<file path="config.mk">
export PLATFORM = sky130hd
export DESIGN_NAME = uart_rx_fifo
export DESIGN_NICKNAME = d
export VERILOG_FILES = /design/src/rtl/uart_pkg.sv /design/src/rtl/sync_fifo.sv /design/src/rtl/uart_rx_fifo.sv
export SDC_FILE = /design/constraint.sdc
export NUM_CORES = 1
export LEC_CHECK = 0
export ABC_CLOCK_PERIOD_IN_PS = 3840
export CAP_MARGIN = 30
export CORE_MARGIN = 2
export CORE_UTILIZATION = 63
export DETAILED_ROUTE_END_ITERATION = 7
export PLACE_DENSITY = 0.85
export SYNTH_ARGS = -nofsm -noshare
export SYNTH_HDL_FRONTEND = slang
export SYNTH_SLANG_ARGS = --single-unit
</file>
<file path="constraint.sdc">
create_clock -name clk -period 3.84 [get_ports clk]
set_clock_uncertainty 0.2 [all_clocks]
set_input_delay 0.768 -clock clk [delete_from_list [all_inputs] [get_ports clk]]
set_output_delay 0.768 -clock clk [all_outputs]
set_load 0.01 [all_outputs]
</file>
<file path="src/rtl/uart_pkg.sv">
// ---------------------------------------------------------------------------
// uart_pkg
// Shared definitions for the UART receive path: data width, default bit
// period and the receiver state encoding.
// Configuration macro: UART_RX_PARITY_EN (adds the PARITY state, 8E1 frame).
// ---------------------------------------------------------------------------
package uart_pkg;

   localparam int UART_DATA_W          = 8;
   localparam int DEFAULT_CLKS_PER_BIT = 87;   // 10 MHz clock / 115200 baud

   typedef enum logic [2:0] {
      ST_IDLE   = 3'd0,
      ST_START  = 3'd1,
      ST_DATA   = 3'd2,
`ifdef UART_RX_PARITY_EN
      ST_PARITY = 3'd3,
`endif
      ST_STOP   = 3'd4,
      ST_BREAK  = 3'd5
   } rx_state_e;

   // Even parity holds when data bits plus parity bit contain an even number of ones.
   function automatic logic even_parity_ok(input logic [UART_DATA_W-1:0] i_data,
                                           input logic                   i_par);
      return ~(^{i_data, i_par});
   endfunction

endpackage

</file>
<file path="src/rtl/sync_fifo.sv">
// ---------------------------------------------------------------------------
// sync_fifo
// Single-clock FIFO with a registered head entry and overrun reporting.
// Ports:
//   clk, rst        clock, asynchronous active-high reset
//   i_push          write request (ignored when full unless a pop occurs)
//   i_push_data     write data
//   i_pop           read request (ignored when empty)
//   o_head          registered head entry, stable until popped
//   o_valid         FIFO not empty
//   o_count         number of stored entries
//   o_overrun       one-cycle pulse when a push is dropped because full
// ---------------------------------------------------------------------------
module sync_fifo #(
   parameter int DEPTH = 4,   // power of two, >= 2
   parameter int WIDTH = 8
) (
   input  logic                     clk,
   input  logic                     rst,
   input  logic                     i_push,
   input  logic [WIDTH-1:0]         i_push_data,
   input  logic                     i_pop,
   output logic [WIDTH-1:0]         o_head,
   output logic                     o_valid,
   output logic [$clog2(DEPTH):0]   o_count,
   output logic                     o_overrun
);

   localparam int            AW         = $clog2(DEPTH);
   localparam int            CW         = AW + 1;
   localparam logic [CW-1:0] FULL_COUNT = CW'(DEPTH);
   localparam logic [CW-1:0] ONE_COUNT  = CW'(1);

   logic [WIDTH-1:0] r_mem [DEPTH];
   logic [AW-1:0]    r_wr_ptr;
   logic [AW-1:0]    r_rd_ptr;
   logic [CW-1:0]    r_count;
   logic [WIDTH-1:0] r_head;
   logic             r_overrun;

   logic             w_empty;
   logic             w_full;
   logic             w_do_pop;
   logic             w_do_push;
   logic [AW-1:0]    w_rd_next;

   assign w_empty   = (r_count == '0);
   assign w_full    = (r_count == FULL_COUNT);
   assign w_do_pop  = i_pop & ~w_empty;
   // A full FIFO still accepts a push when the same cycle frees a slot.
   assign w_do_push = i_push & (~w_full | w_do_pop);
   // Pointers are AW bits wide, so the increment wraps modulo DEPTH.
   assign w_rd_next = r_rd_ptr + 1'b1;

   // NOTE: the storage array is deliberately left without reset; the pointers
   // and count decide which entries are meaningful, and a reset-free array
   // maps onto plain RAM/flops without a reset tree.
   always_ff @(posedge clk) begin
      if (w_do_push) r_mem[r_wr_ptr] <= i_push_data;
   end

   // NOTE: sequential state uses non-blocking assignments so every register
   // samples values from before the edge, independent of statement order.
   always_ff @(posedge clk or posedge rst) begin
      if (rst) begin
         r_wr_ptr  <= '0;
         r_rd_ptr  <= '0;
         r_count   <= '0;
         r_head    <= '0;
         r_overrun <= 1'b0;
      end else begin
         if (w_do_push) r_wr_ptr <= r_wr_ptr + 1'b1;
         if (w_do_pop)  r_rd_ptr <= w_rd_next;

         case ({w_do_push, w_do_pop})
            2'b10:   r_count <= r_count + 1'b1;
            2'b01:   r_count <= r_count - 1'b1;
            default: ;   // none, or push and pop together: count unchanged
         endcase

         r_overrun <= i_push & w_full & ~w_do_pop;

         // Head register tracks mem[rd_ptr]. When full, the slot being
         // written is the one being popped, never rd_ptr+1 (DEPTH >= 2).
         if (w_do_pop) begin
            if (r_count > ONE_COUNT) r_head <= r_mem[w_rd_next];
            else if (w_do_push)      r_head <= i_push_data;
         end else if (w_do_push && w_empty) begin
            r_head <= i_push_data;
         end
      end
   end

   assign o_head    = r_head;
   assign o_valid   = ~w_empty;
   assign o_count   = r_count;
   assign o_overrun = r_overrun;

endmodule

</file>
<file path="src/rtl/uart_rx_fifo.sv">
// ---------------------------------------------------------------------------
// uart_rx_fifo
// UART receiver (8N1, or 8E1 with UART_RX_PARITY_EN defined) feeding a
// small receive FIFO.
// Configuration macro: UART_RX_PARITY_EN.
// Ports:
//   clk          system clock, rising edge
//   rst          asynchronous active-high reset
//   rx           asynchronous serial input, idle high
//   rx_data      head-of-FIFO byte, valid while rx_valid = 1
//   rx_valid     FIFO not empty
//   rx_ready     consumer pops the head byte when rx_valid & rx_ready
//   frame_err    one-cycle pulse on a low stop bit
//   overrun      one-cycle pulse when a good byte is dropped (FIFO full)
//   parity_err   one-cycle pulse on parity mismatch (0 in 8N1 builds)
//   fifo_count   number of stored bytes
// ---------------------------------------------------------------------------
module uart_rx_fifo
   import uart_pkg::*;
#(
   parameter int CLKS_PER_BIT = DEFAULT_CLKS_PER_BIT,
   parameter int FIFO_DEPTH   = 4
) (
   input  logic                          clk,
   input  logic                          rst,
   input  logic                          rx,
   output logic [UART_DATA_W-1:0]        rx_data,
   output logic                          rx_valid,
   input  logic                          rx_ready,
   output logic                          frame_err,
   output logic                          overrun,
   output logic                          parity_err,
   output logic [$clog2(FIFO_DEPTH):0]   fifo_count
);

   localparam int               CNT_W    = $clog2(CLKS_PER_BIT) + 1;
   localparam logic [CNT_W-1:0] HALF_CNT = CNT_W'(CLKS_PER_BIT / 2);
   localparam logic [CNT_W-1:0] LAST_CNT = CNT_W'(CLKS_PER_BIT - 1);
   localparam int               BIT_W    = $clog2(UART_DATA_W);
   localparam logic [BIT_W-1:0] LAST_BIT = BIT_W'(UART_DATA_W - 1);

   // Synchronizer plus one history flop for edge detection; all idle high.
   logic                   r_rx_meta;
   logic                   r_rx_sync;
   logic                   r_rx_prev;

   rx_state_e              r_state;
   logic [CNT_W-1:0]       r_clk_cnt;
   logic [BIT_W-1:0]       r_bit_idx;
   logic [UART_DATA_W-1:0] r_shift;
   logic                   r_push;
   logic                   r_frame_err;
`ifdef UART_RX_PARITY_EN
   logic                   r_par_bit;
   logic                   r_parity_err;
`endif

   logic                   w_fall;
   logic                   w_bit_end;

   always_ff @(posedge clk or posedge rst) begin
      if (rst) begin
         r_rx_meta <= 1'b1;
         r_rx_sync <= 1'b1;
         r_rx_prev <= 1'b1;
      end else begin
         r_rx_meta <= rx;
         r_rx_sync <= r_rx_meta;
         r_rx_prev <= r_rx_sync;
      end
   end

   assign w_fall    = r_rx_prev & ~r_rx_sync;
   assign w_bit_end = (r_clk_cnt == LAST_CNT);

   // Receiver FSM. The counter restarts at every sample point, so once the
   // start bit is re-checked mid-bit, every later sample lands mid-bit too.
   always_ff @(posedge clk or posedge rst) begin
      if (rst) begin
         r_state      <= ST_IDLE;
         r_clk_cnt    <= '0;
         r_bit_idx    <= '0;
         r_shift      <= '0;
         r_push       <= 1'b0;
         r_frame_err  <= 1'b0;
`ifdef UART_RX_PARITY_EN
         r_par_bit    <= 1'b0;
         r_parity_err <= 1'b0;
`endif
      end else begin
         r_push      <= 1'b0;
         r_frame_err <= 1'b0;
`ifdef UART_RX_PARITY_EN
         r_parity_err <= 1'b0;
`endif
         case (r_state)
            ST_IDLE: begin
               r_clk_cnt <= '0;
               if (w_fall) r_state <= ST_START;
            end

            ST_START: begin
               if (r_clk_cnt == HALF_CNT) begin
                  r_clk_cnt <= '0;
                  r_bit_idx <= '0;
                  // Line back high at mid-start: treat as a glitch.
                  r_state   <= r_rx_sync ? ST_IDLE : ST_DATA;
               end else begin
                  r_clk_cnt <= r_clk_cnt + 1'b1;
               end
            end

            ST_DATA: begin
               if (w_bit_end) begin
                  r_clk_cnt <= '0;
                  r_shift   <= {r_rx_sync, r_shift[UART_DATA_W-1:1]};   // LSB first
                  r_bit_idx <= r_bit_idx + 1'b1;
                  if (r_bit_idx == LAST_BIT) begin
`ifdef UART_RX_PARITY_EN
                     r_state <= ST_PARITY;
`else
                     r_state <= ST_STOP;
`endif
                  end
               end else begin
                  r_clk_cnt <= r_clk_cnt + 1'b1;
               end
            end

`ifdef UART_RX_PARITY_EN
            ST_PARITY: begin
               if (w_bit_end) begin
                  r_clk_cnt <= '0;
                  r_par_bit <= r_rx_sync;
                  r_state   <= ST_STOP;
               end else begin
                  r_clk_cnt <= r_clk_cnt + 1'b1;
               end
            end
`endif

            ST_STOP: begin
               if (w_bit_end) begin
                  r_clk_cnt <= '0;
                  if (r_rx_sync) begin
`ifdef UART_RX_PARITY_EN
                     if (even_parity_ok(r_shift, r_par_bit)) r_push <= 1'b1;
                     else                                    r_parity_err <= 1'b1;
`else
                     r_push <= 1'b1;
`endif
                     // Leave at mid-stop so the next start edge is not missed.
                     r_state <= ST_IDLE;
                  end else begin
                     r_frame_err <= 1'b1;
                     r_state     <= ST_BREAK;
                  end
               end else begin
                  r_clk_cnt <= r_clk_cnt + 1'b1;
               end
            end

            ST_BREAK: begin
               if (r_rx_sync) r_state <= ST_IDLE;
            end

            default: r_state <= ST_IDLE;
         endcase
      end
   end

   // r_shift is untouched between the stop sample and the next DATA state,
   // so it can feed the FIFO directly on the push cycle.
   sync_fifo #(
      .DEPTH (FIFO_DEPTH),
      .WIDTH (UART_DATA_W)
   ) u_fifo (
      .clk         (clk),
      .rst         (rst),
      .i_push      (r_push),
      .i_push_data (r_shift),
      .i_pop       (rx_ready),
      .o_head      (rx_data),
      .o_valid     (rx_valid),
      .o_count     (fifo_count),
      .o_overrun   (overrun)
   );

   assign frame_err = r_frame_err;
`ifdef UART_RX_PARITY_EN
   assign parity_err = r_parity_err;
`else
   assign parity_err = 1'b0;
`endif

endmodule

</file>
== After elaboration in Yosys (flattened, before gate mapping) ==
Memories as Yosys holds them, arrays and structs flattened.
Cells that the tools add are included.

* $add $sub $neg: 6
* Multipliers: 0
* Div/mod/pow operators: 0
* Order comparisons: 1
* Equal/unequal tests: 17
* Shift-type cells: 0
* Multiplexer cells: 28
* Bitwise logic cells: 10
* Reduce and logical (&&, ||, !) cells: 12

{| class="wikitable"
|+ Operator list
! operator !! count
|-
| $mux W8 || 6
|-
| $mux W3 || 9
|-
| $pmux W8 S3 || 1
|-
| $pmux W3 S5 || 1
|-
| $eq A3 B3 Y1 const B || 4
|-
| $ne A2 B2 Y1 const B || 6
|-
| $pmux W3 S2 || 2
|-
| $add A8 B1 Y8 const B || 1
|-
| $eq A8 B6 Y1 const B || 1
|-
| $eq A8 B7 Y1 const B || 1
|-
| $mux W1 || 8
|-
| $add A3 B1 Y3 const B || 2
|-
| $logic_not A3 Y1 || 2
|-
| $reduce_and A6 Y1 || 1
|-
| $reduce_bool A2 Y1 || 3
|-
| $and A1 B1 Y1 || 5
|-
| $add A2 B1 Y2 const B || 2
|-
| $not A1 Y1 || 4
|-
| $reduce_and A2 Y1 || 2
|-
| $eq A3 B1 Y1 const B || 1
|-
| $eq A3 B2 Y1 const B || 1
|-
| $gt A3 B1 Y1 const B || 1
|-
| $ne A3 B3 Y1 const B || 1
|-
| $reduce_and A3 Y1 || 1
|-
| 8 further kinds || 8
|}

* Register bits after elaboration: 43
* Latch bits: 0
* Memory bits (writable): 32
* ROM bits: 0
* Bits of input ports: 4
* Output and inout bits: 15
* Word-level logic and storage cells: 89
* Memories: 1

{| class="wikitable"
|+ Memories
! name !! words !! width !! read ports !! clocked after Yosys merged registers in !! wr ports !! RTL line !! RTL
|-
| u_fifo.r_mem || 4 || 8 || 1 || 0 || 1 || sync_fifo.sv:34 || <nowiki>logic [WIDTH-1:0] r_mem [DEPTH];</nowiki>
|}

== Logic depth before layout (Yosys ltp) ==
Gate-level depths: netlist of run 1.

* Word-level depth: 8
* Gate-level depth with buffers: 9
* Gate-level depth less buffers: 9

== By module ==
Synthesis of run 1 repeated with hierarchy kept, for this count alone.

* Cells, all modules: 276
* Area total of the unflattened synthesis: 3469.6 um^2

{| class="wikitable"
|+ By module, submodules not included
! module !! times used !! cells each !! area each (um^2) !! sequential area each (um^2)
|-
| sync_fifo || 1 || 134 || 2095.8 || 1361.3
|-
| uart_rx_fifo || 1 || 142 || 1373.8 || 679.4
|}

== Worst setup path after synthesis of run 1 ==
OpenSTA, ideal clock, no wires.

* Path type: register to register
* Start point: register u_fifo.r_count[0] (netlist: u_fifo.o_count[0])
* End point: register u_fifo.r_head[0] (netlist: u_fifo.o_head[0])
* Setup time: 125 ps
* Data arrival time: 1801 ps
* Required time: 3515 ps
* Slack: 1714 ps
* Cell stages (with the launch flop): 7
* Path buffers: 0
* Clock period less this slack: 2126 ps
* Cell sequence: dfrtp_1 -> inv_1 -> ha_1 -> nor2b_1 -> o21ai_2 -> mux2_2 -> mux2_2

* Cells in the longest elaborated chain, start to end: 8
* Elaborated cells on any way between the ends: 14
* Those cells by class: 1 x order compare; 2 x eq/ne; 2 x mux; 5 x bitwise; 4 x reduce/logical

{| class="wikitable"
|+ Ends and longest elaborated chain
! what !! RTL line !! RTL
|-
| from (decl) || sync_fifo.sv:37 || <nowiki>logic [CW-1:0] r_count;</nowiki>
|-
| from (signal assigned) || sync_fifo.sv:76 || <nowiki>2'b10: r_count <= r_count + 1'b1;</nowiki>
|-
| from (signal assigned) || sync_fifo.sv:77 || <nowiki>2'b01: r_count <= r_count - 1'b1;</nowiki>
|-
| $logic_not A3 Y1 || sync_fifo.sv:47 || <nowiki>assign w_empty = (r_count == '0);</nowiki>
|-
| $not A1 Y1 || sync_fifo.sv:49 || <nowiki>assign w_do_pop = i_pop & ~w_empty;</nowiki>
|-
| $and A1 B1 Y1 || sync_fifo.sv:49 ||
|-
| $or A1 B1 Y1 || sync_fifo.sv:51 || <nowiki>assign w_do_push = i_push & (~w_full | w_do_pop);</nowiki>
|-
| $and A1 B1 Y1 || sync_fifo.sv:51 ||
|-
| $logic_and A1 B1 Y1 || sync_fifo.sv:88 || <nowiki>end else if (w_do_push && w_empty) begin</nowiki>
|-
| $reduce_bool A2 Y1 (no source line) || n/a ||
|-
| $reduce_and A2 Y1 (no source line) || n/a ||
|-
| to (signal assigned) || sync_fifo.sv:86 || <nowiki>if (r_count > ONE_COUNT) r_head <= r_mem[w_rd_next];</nowiki>
|-
| to (signal assigned) || sync_fifo.sv:87 || <nowiki>else if (w_do_push) r_head <= i_push_data;</nowiki>
|-
| to (signal assigned) || sync_fifo.sv:89 || <nowiki>r_head <= i_push_data;</nowiki>
|-
| to (decl) || sync_fifo.sv:38 || <nowiki>logic [WIDTH-1:0] r_head;</nowiki>
|}

Several ways; a longest one is shown, not always the timed one.
A chain may end at the register's enable or synchronous reset.

== Worst setup path in the final report of run 1 ==
* Start point: register u_fifo.r_count[0] (netlist: u_fifo.o_count[0])
* End point: output port rx_valid

* Cells in the longest elaborated chain, start to end: 2

{| class="wikitable"
|+ Ends and longest elaborated chain
! what !! RTL line !! RTL
|-
| $logic_not A3 Y1 || sync_fifo.sv:47 ||
|-
| $not A1 Y1 || sync_fifo.sv:95 || <nowiki>assign o_valid = ~w_empty;</nowiki>
|-
| to (decl) || uart_rx_fifo.sv:28 || <nowiki>output logic rx_valid,</nowiki>
|}

Every way passes these cells.

==> out/metrics.cfg, run 1 <==
[status]
status = finished clean

[setup_path]
critPathMostFrequentCell = inv_1
rrSetupSlack_ps = 1460
critPathKind = reg2out
worst_path_max_delay_cell = clkdlybuf4s50_1
slowest_delay_ps = 480
reg2reg_from = u_fifo.o_count[0]
crit_fanout = 5
critical_path_arrival_ps = 1940
end_kind = primary output
cp-start-kind = flop
required_ps = 2870
path_delay_family = buffers and inverters
worst-path-buf-inv = 3
crit_chain = inv_1, ha_1, nor2b_1, inv_1, clkdlybuf4s50_1
r2r_cells = 6
rr_endpoint = u_fifo.o_head[3]

[logic_synthesis]
ys_async_sr_fraction = 0.573
synth.avg_cell_area_sq_um = 14.7
yosysMostFrequentCell = dfrtp_1
synth-simple-area-share = 0.0887
yosys_warnings = 0
synth.top_cells.by_count = 40 x dfrtp_1, 32 x edfxtp_1, 27 x mux2_2
synth_cell_types = 48
yosysTopAreaCell = dfrtp_1
syn_inst = 230
synth_top_area_share = 0.297
synthTopCellsByArea = dfrtp_1 30%, edfxtp_1 28%, mux2_2 9.0%
muxShareOfSynthArea = 0.150
synth_xor_area_frac = 0.0234
synthFlopType = dfrtp_1
yosys.area_share.adder = 0.0512
synth_edf_count = 32
synth_top_family_by_area = multiplexers
synth-seq-area-share = 0.605
synth_compound_area_frac = 0.0590
syn_nets = 247
ys_seq_elements = 75
syn_area_sq_um = 3370

[power_and_ir_drop]
ir_drop_mv = 0.326
leakagePower_nw = 1.65
cellPowerDensity_nw_per_um2 = 416
power_mw = 1.58

[clock_network]
ctsResizeCount = 0
clk_pin_slew_ps = 70
post_cts.repair.setup_buffers = 0
root_buffer = clkbuf_8
cts_made_buffers = 9
cts_tree = built
cts_hold_buffers = 0
htreeDepth = 3
clk_latency_ps = 350
clockBufferDepth = 2
clock_sinks = 75

[routing]
dr.pass1.iters = 4
wl_met2_um = 3060
met3WireLength_um = 158
highest_layer = met4
wl_per_cell_um = 17.6
drtIter0Drc = 130
num_vias = 1903
drc = 0
totalWireLength_um = 5780
wl_met1_um = 2440
ant_nets = 0
vias_per_cell = 5.78

[timing]
worst_pin_slew_ps = 816
max_freq_mhz = 344
hold_viol = 0
rsz0062_at_grt = false
layout_min_cycle_time_ps = 2910
drv_slew = 0
setup_ws_ps = 934
holdWs_ps = 159
setup_violations = 0
tns_ps = 0
min_period_over_period = 0.757
slew_headroom = 0.452

[placement]
port_buffers = 17
place_area_sq_um = 3620
place_congestion = 0.810
hpwl_um = 3960
preCtsSetupSlack_ps = 1170
placed_cells = 313

[min_path]
hold_depth = 0
hold_start = r_rx_meta
min_to = r_rx_sync
hold_class = reg2reg

[floorplanning]
core_area_sq_um = 5140
die_x_um = 77.2
dieHeight_um = 77.2
initial_utilization = 0.656
die_area_sq_um = 5950
row_count = 26
pin_count = 19

[finish]
layout.nets = 271
drive_above_1_share = 0.247
diodes = 0
finish.utilization = 0.737
stdcell_count = 329
postLayoutCellArea_sq_um = 3790
area_growth_syn_to_layout_pct = 12.4

[global_routing]
grt_pass1_vias = 1958
antenna_found_initial = 0
grt_pass1_wl_um = 9830
grt_max_degree = 26
grt_usage = 0.223
grt-ovfl-total = 0

[flow_run]
max_cap_violations = 0

[cells by family (layout without fill, tap and decap cells)]
kind of cell | Yosys count | count (layout)
multiplexers | 37 | 37
buffers and inverters | 16 | 45
AO/OA/AOI/OAI | 26 | 26
flip-flops | 75 | 75
other | 1 | 1
XOR/XNOR | 9 | 9
adder cells (fa/ha/maj) | 14 | 14
AND/OR/NAND/NOR | 52 | 52
[registers in the layout (all words and copies together), names as in the netlist]
register,cells
r_shift,8
u_fifo.r_mem,32
r_state,3
r_rx_meta,1
u_fifo.r_wr_ptr,2
r_clk_cnt,8
u_fifo.o_count,3
frame_err,1
r_rx_sync,1
u_fifo.o_head,8
u_fifo.o_overrun,1
r_push,1
u_fifo.r_rd_ptr,2
r_rx_prev,1
r_bit_idx,3
[report_power, final]
part	switching [mW]	leakage (nW)	internal, mW
clock	0.276	0.0909	0.245
sequential	0.0355	0.958	0.855
combinational	0.0998	0.606	0.0656
total	0.411	1.65	1.17
[final cells by class]
type | count | area, sq um
inverters | 10 | 37.5
clock buffers | 10 | 138
repair buffers | 19 | 198
clock inverters | 6 | 31.3
multi-input cells | 139 | 1260
well taps | 70 | 87.6
fillers | 353 | 1350
flip-flops and latches | 75 | 2040
[cells in the final DEF, fill, tap and decap left out, types with 2 or more instances in the layout]
cell type        instances
a21oi_1                  3
and2_1                   4
and3_1                   4
clkbuf_8                10
clkdlybuf4s50_1         17
clkinv_1                 3
clkinv_2                 3
dfrtp_1                 40
dfstp_2                  3
edfxtp_1                32
ha_1                    13
inv_1                    9
mux2_2                  27
mux2i_1                  2
mux4_2                   8
nand2_1                 15
nand2b_1                 2
nand3_1                  5
nor2_1                   4
nor2b_1                  4
nor3_1                   3
nor3b_1                  2
o21ai_0                  3
o21ai_1                  4
o21ai_2                  2
o22ai_1                  4
o31ai_1                  2
xnor2_1                  5
xor2_1                   4
[worst max path at each step]
stage / from / slack (ps) / endpoint / depth (start not counted)
floorplan: u_fifo.o_count[0] / 1710 / u_fifo.o_head[0] / 6
global placement: rx_ready / 1230 / u_fifo.o_head[4] / 4
detailed placement: rx_ready / 1170 / u_fifo.o_head[0] / 4
CTS: u_fifo.o_count[0] / 900 / rx_valid / 5
global route: u_fifo.o_count[0] / 780 / rx_valid / 5
finish: u_fifo.o_count[0] / 930 / rx_valid / 5
[routing by layer]
layer  vias to the layer above  global-route usage
met5                         -                   0
met3                        10              0.0388
li1                        893                   -
met1                       962               0.270
met2                        38               0.388
met4                         0               0.107
(Power assumes the default switching activity.)
==> run 2: changes to the inputs <==
--- a/config.mk
+++ b/config.mk
@@ -5,12 +5,12 @@
 export SDC_FILE = /design/constraint.sdc
 export NUM_CORES = 1
 export LEC_CHECK = 0
-export ABC_CLOCK_PERIOD_IN_PS = 3840
+export ABC_CLOCK_PERIOD_IN_PS = 3100
 export CAP_MARGIN = 30
 export CORE_MARGIN = 2
-export CORE_UTILIZATION = 63
+export CORE_UTILIZATION = 59
 export DETAILED_ROUTE_END_ITERATION = 7
-export PLACE_DENSITY = 0.85
+export PLACE_DENSITY = 0.81
 export SYNTH_ARGS = -nofsm -noshare
 export SYNTH_HDL_FRONTEND = slang
 export SYNTH_SLANG_ARGS = --single-unit
==> constraint.sdc (replaced) <==
create_clock -name clk -period 3.1 [get_ports clk]
set_clock_uncertainty 0.2 [all_clocks]
set_input_delay 0.62 -clock clk [delete_from_list [all_inputs] [get_ports clk]]
set_output_delay 0.62 -clock clk [all_outputs]
set_load 0.01 [all_outputs]
==> out/metrics.cfg, run 2 (same netlist as run 1, synthesis figures left out) <==
[clock_network]
clk_latency_ps = 340  ; about the same
cts_tree = built
htreeDepth = 3  ; unchanged
cts_made_buffers = 9  ; unchanged
post_cts.repair.setup_buffers = 0  ; unchanged
clk_pin_slew_ps = 80  ; about the same
cts_hold_buffers = 0  ; unchanged
clockBufferDepth = 2  ; unchanged
root_buffer = clkbuf_8
clock_sinks = 75  ; unchanged
ctsResizeCount = 0  ; unchanged

[finish]
finish.utilization = 0.702  ; -0.0352
drive_above_1_share = 0.254  ; +0.00674
layout.nets = 272  ; +0.37%
diodes = 0  ; unchanged
area_growth_syn_to_layout_pct = 14.7
fill_cells = 370  ; +4.8%
top_register = u_fifo.r_mem
postLayoutCellArea_sq_um = 3870  ; +2.0%
layout_commonest_cell = dfrtp_1
layout_common_cells = 40 x dfrtp_1, 32 x edfxtp_1, 27 x mux2_2
largest_register_ffs = 32  ; unchanged

[floorplanning]
die_area_sq_um = 6340  ; +6.4%
dieHeight_um = 79.6  ; +3.2%
initial_utilization = 0.612  ; -0.0437
core_area_sq_um = 5510  ; +7.1%
pin_count = 19  ; unchanged
row_count = 27  ; +3.8%
die_x_um = 79.6  ; +3.2%

[flow_run]
max_cap_violations = 0  ; unchanged

[placement]
preCtsSetupSlack_ps = 582  ; -592 ps
port_buffers = 17  ; unchanged
place_area_sq_um = 3640  ; +0.48%
hpwl_um = 3980  ; +0.61%
place_congestion = 0.819  ; +1.1%

[timing]
setup_ws_ps = 402  ; -533 ps
tns_ps = 0  ; unchanged
max_freq_mhz = 371
drv_slew = 0  ; unchanged
hold_viol = 0  ; unchanged
layout_min_cycle_time_ps = 2700
min_period_over_period = 0.870
worst_pin_slew_ps = 789  ; -26.8 ps
setup_violations = 0  ; unchanged
slew_headroom = 0.470  ; +0.0180
rsz0062_at_grt = false

[setup_path]
required_ps = 2280  ; -590 ps
critical_path_arrival_ps = 1880  ; -60 ps
critPathKind = reg2out
worst-path-buf-inv = 3  ; unchanged
end_kind = primary output
slowest_delay_ps = 540  ; +60 ps
crit_chain = inv_1, ha_1, nor2b_1, inv_1, clkdlybuf4s50_1
path_delay_family = buffers and inverters
worst_path_max_delay_cell = clkdlybuf4s50_1
cp-start-kind = flop
crit_fanout = 5  ; unchanged
critPathMostFrequentCell = inv_1

[global_routing]
antenna_found_initial = 0  ; unchanged
grt-ovfl-total = 0  ; unchanged
grt_max_degree = 19  ; -27%
grt_usage = 0.206  ; -0.0175
grt_pass1_wl_um = 9540  ; -2.9%
grt_pass1_vias = 2024  ; +3.4%

[power_and_ir_drop]
leakagePower_nw = 1.68  ; +1.8%
ir_drop_mv = 0.360  ; +10%
cellPowerDensity_nw_per_um2 = 556  ; +34%

[routing]
dr.pass1.iters = 4  ; unchanged
drc = 0  ; unchanged
totalWireLength_um = 5590  ; -3.2%
wl_per_cell_um = 16.8  ; -4.0%
num_vias = 1867  ; -1.9%
vias_per_cell = 5.62  ; -2.8%
ant_nets = 0  ; unchanged
drtIter0Drc = 92  ; -29%

[status]
status = finished clean

[min_path]
hold_class = reg2reg

## run 2: power by group
part           switching [mW]  total [mW]  internal, mW
Combinational           0.127       0.210        0.0834
Sequential             0.0440        1.10          1.06
Clock                   0.339       0.836         0.496
## run 2: layout make-up
cell class / instances / area, sq um / share of cell area
inverter: 10 / 37.5 / 0.00971
timing repair buffer: 20 / 213 / 0.0550
tap: 72 / 90.1 / 0.0233
clock buffer: 12 / 155 / 0.0401
sequential: 75 / 2040 / 0.528
clock inverter: 4 / 72.6 / 0.0188
multi-input combinational: 139 / 1260 / 0.325
## run 2: final timing paths
check | startpoint | endpoint | slack [ps] | cells after the start
worst max-delay path | u_fifo.o_count[0] | rx_valid | 400 | 5
worst min-delay path | r_rx_meta | r_rx_sync | 160 | 0
worst max register to register | u_fifo.o_count[0] | u_fifo.o_head[6] | 810 | 6
worst min register to register | r_rx_meta | r_rx_sync | 160 | 0
max in group asynchronous | rst | u_fifo.r_rd_ptr[1] | 1700 | 4
min in group asynchronous | rst | r_state[0] | 380 | 2
## run 2: layer usage
metal	GRT usage	wire length, um	part of all wire	vias to the layer above
li1	-	-	-	894
met5	0	0	0	-
met1	0.255	2490	0.45	929
met3	0.0532	181	0.032	9
met4	0.0966	79	0.014	0
met2	0.338	2840	0.51	35
## run 2: per-stage QoR
step / hold slack, ps / power (mW) / cells
floorplan: 145 / 1.28 / 230
global placement: 146 / 1.32 / 315
detailed placement: 151 / 1.34 / 316
CTS: 162 / 2.17 / 332
global route: 167 / 2.24 / 332
finish: 160 / 2.15 / 332
==> run 3: changes to the inputs <==
--- a/config.mk
+++ b/config.mk
@@ -5,12 +5,14 @@
 export SDC_FILE = /design/constraint.sdc
 export NUM_CORES = 1
 export LEC_CHECK = 0
+export ABC_AREA = 1
 export ABC_CLOCK_PERIOD_IN_PS = 3100
 export CAP_MARGIN = 30
 export CORE_MARGIN = 2
 export CORE_UTILIZATION = 59
 export DETAILED_ROUTE_END_ITERATION = 7
 export PLACE_DENSITY = 0.81
+export RECOVER_POWER = 25
 export SYNTH_ARGS = -nofsm -noshare
 export SYNTH_HDL_FRONTEND = slang
 export SYNTH_SLANG_ARGS = --single-unit
==> out/metrics.cfg, run 3 <==
[status]
status = finished clean

[power_and_ir_drop]
power.share.switching = 0.314  ; +0.0768
p_switching_uw = 701  ; +38%
ir_drop_mv = 0.553  ; +54%
intPower_mw = 1.53  ; -6.5%
power_frac_comb = 0.214  ; +0.116
sequentialPowerShare = 0.512  ; about the same
clockPowerShare = 0.273  ; -0.116
cellPowerDensity_nw_per_um2 = 568  ; +2.2%
leakagePower_nw = 1.79  ; +6.3%

[global_routing]
antenna_found_initial = 0  ; unchanged
grt_usage = 0.222  ; +0.0164
grt-ovfl-total = 0  ; unchanged
grt_max_degree = 27  ; +8
grt_pass1_wl_um = 10800  ; +13%
grt_pass1_vias = 2327  ; +15%

[placement]
preCtsSetupSlack_ps = 442  ; -139 ps
place_area_sq_um = 3780  ; +3.9%
port_buffers = 17  ; unchanged
place_congestion = 0.862  ; +5.3%
hpwl_um = 4690  ; +18%

[logic_synthesis]
ys_async_sr_fraction = 0.573  ; unchanged
yosysTopAreaCell = dfrtp_1
yosysMostFrequentCell = nand2_1
synth.top_cells.by_count = 96 x nand2_1, 40 x dfrtp_1, 37 x nand3_1
synth.avg_cell_area_sq_um = 9.86  ; -33%
yosys_warnings = 0  ; unchanged
synth_cell_types = 34  ; -29%
synthTopCellsByArea = dfrtp_1 28%, edfxtp_1 27%, nand2_1 10%
syn_inst = 360  ; +57%
syn_nets = 377  ; +53%
ys_seq_elements = 75  ; unchanged
synth_top_area_share = 0.282  ; -0.0150
syn_area_sq_um = 3550  ; +5.3%
synth-seq-area-share = 0.575  ; -0.0305
synthFlopType = dfrtp_1
synth_edf_count = 32  ; unchanged

[flow_run]
max_cap_violations = 0  ; unchanged

[finish]
area_growth_syn_to_layout_pct = 10.7
drive_above_1_share = 0.129  ; -0.125
finish.utilization = 0.668  ; -0.0340
fill_cells = 449  ; +21%
layout_common_cells = 96 x nand2_1, 40 x dfrtp_1, 37 x nand3_1
largest_register_ffs = 32  ; unchanged
postLayoutCellArea_sq_um = 3930  ; +1.7%
top_register = u_fifo.r_mem
layout.nets = 401  ; +47%
diodes = 0  ; unchanged
layout_commonest_cell = nand2_1

[routing]
ant_nets = 0  ; unchanged
drc = 0  ; unchanged
dr.pass1.iters = 5  ; +1
totalWireLength_um = 6390  ; +14%
drtIter0Drc = 219  ; +140%
vias_per_cell = 5.27  ; -6.4%
wl_per_cell_um = 13.8  ; -18%
num_vias = 2443  ; +31%

[timing]
worst_pin_slew_ps = 701  ; -87.8 ps
layout_min_cycle_time_ps = 2630  ; -67.5 ps
slew_headroom = 0.531  ; +0.0604
setup_ws_ps = 469  ; +67.5 ps
drv_slew = 0  ; unchanged
holdWs_ps = 164  ; +4.23 ps
rsz0062_at_grt = false
min_period_over_period = 0.849  ; -0.0218
hold_viol = 0  ; unchanged
max_freq_mhz = 380  ; +2.6%
tns_ps = 0  ; unchanged
setup_violations = 0  ; unchanged

[floorplanning]
die_x_um = 81.6  ; +2.5%
initial_utilization = 0.603  ; -0.00904
die_area_sq_um = 6660  ; +5.0%
pin_count = 19  ; unchanged
row_count = 28  ; +3.7%
dieHeight_um = 81.6  ; +2.5%
core_area_sq_um = 5890  ; +6.9%

[setup_path]
end_kind = primary output
rrSetupSlack_ps = 790  ; -20 ps
cp-start-kind = flop
required_ps = 2280  ; about the same
crit_fanout = 6  ; +1
critical_path_arrival_ps = 1810  ; -70 ps
critPathKind = reg2out

[clock_network]
clk_pin_slew_ps = 70  ; about the same
ctsResizeCount = 0  ; unchanged
clock_sinks = 75  ; unchanged
cts_made_buffers = 9  ; unchanged
clk_latency_ps = 340  ; about the same
root_buffer = clkbuf_8
htreeDepth = 3  ; unchanged
cts_tree = built
post_cts.repair.setup_buffers = 0  ; unchanged
cts_hold_buffers = 0  ; unchanged
clockBufferDepth = 2  ; unchanged

[min_path]
hold_class = reg2reg

==> run 3: final timing paths <==
path,endpoint,depth (start not counted),start
worst max-delay path,rx_valid,4,u_fifo.o_count[0]
worst min-delay path,r_rx_sync,0,r_rx_meta
worst max register to register,u_fifo.r_mem[1][0],5,u_fifo.o_count[0]
worst min register to register,r_rx_sync,0,r_rx_meta
max in group asynchronous,u_fifo.o_head[1],3,rst
min in group asynchronous,u_fifo.o_count[0],2,rst
==> run 3: worst max-delay path: stages, from the launching register on <==
cell	delay, ps
dfrtp_1	460
inv_1	100
ha_1	260
nand2_4	100
clkdlybuf4s50_1	530
==> run 3: logic make-up after synthesis <==
group                    count (synthesis)  synth area share
AO/OA/AOI/OAI                           33            0.0588
XOR/XNOR                                 8            0.0197
adder cells (fa/ha/maj)                 13            0.0458
buffers and inverters                   46            0.0574
flip-flops                              75             0.575
other                                    1           0.00106
AND/OR/NAND/NOR                        184             0.242
==> run 3: layout make-up <==
| cell class | instances | area, sq um | area share |
|---|---|---|---|
| sequential | 75 | 2040 | 0.519 |
| inverter | 40 | 154 | 0.0391 |
| multi-input combinational | 239 | 1310 | 0.332 |
| tap | 75 | 93.8 | 0.0239 |
| clock buffer | 12 | 135 | 0.0344 |
| timing repair buffer | 19 | 185 | 0.0471 |
| clock inverter | 4 | 17.5 | 0.00445 |
==> run 3: metrics by stage <==
stage          total power [mW]  cells
3_5_place_dp               1.65    448
5_1_grt                    2.37    464
6_report                   2.23    464
3_3_place_gp               1.63    448
2_1_floorplan              1.55    360
4_1_cts                    2.25    464
==> run 3: metal layers <==
layer	up-vias	global-route usage	part of all wire
met1	1158	0.281	0.45
met3	13	0.0549	0.038
met4	0	0.102	0.020
met2	53	0.362	0.49
met5	-	0	0
li1	1219	-	-
==> run 3: power groups by stage <==
stage	logic [mW]	registers, mW	clock network [mW]
floorplan	0.394	1.15	0
global placement	0.466	1.16	0
detailed placement	0.482	1.16	0
CTS	0.484	1.14	0.623
global route	0.544	1.15	0.673
finish	0.479	1.14	0.610
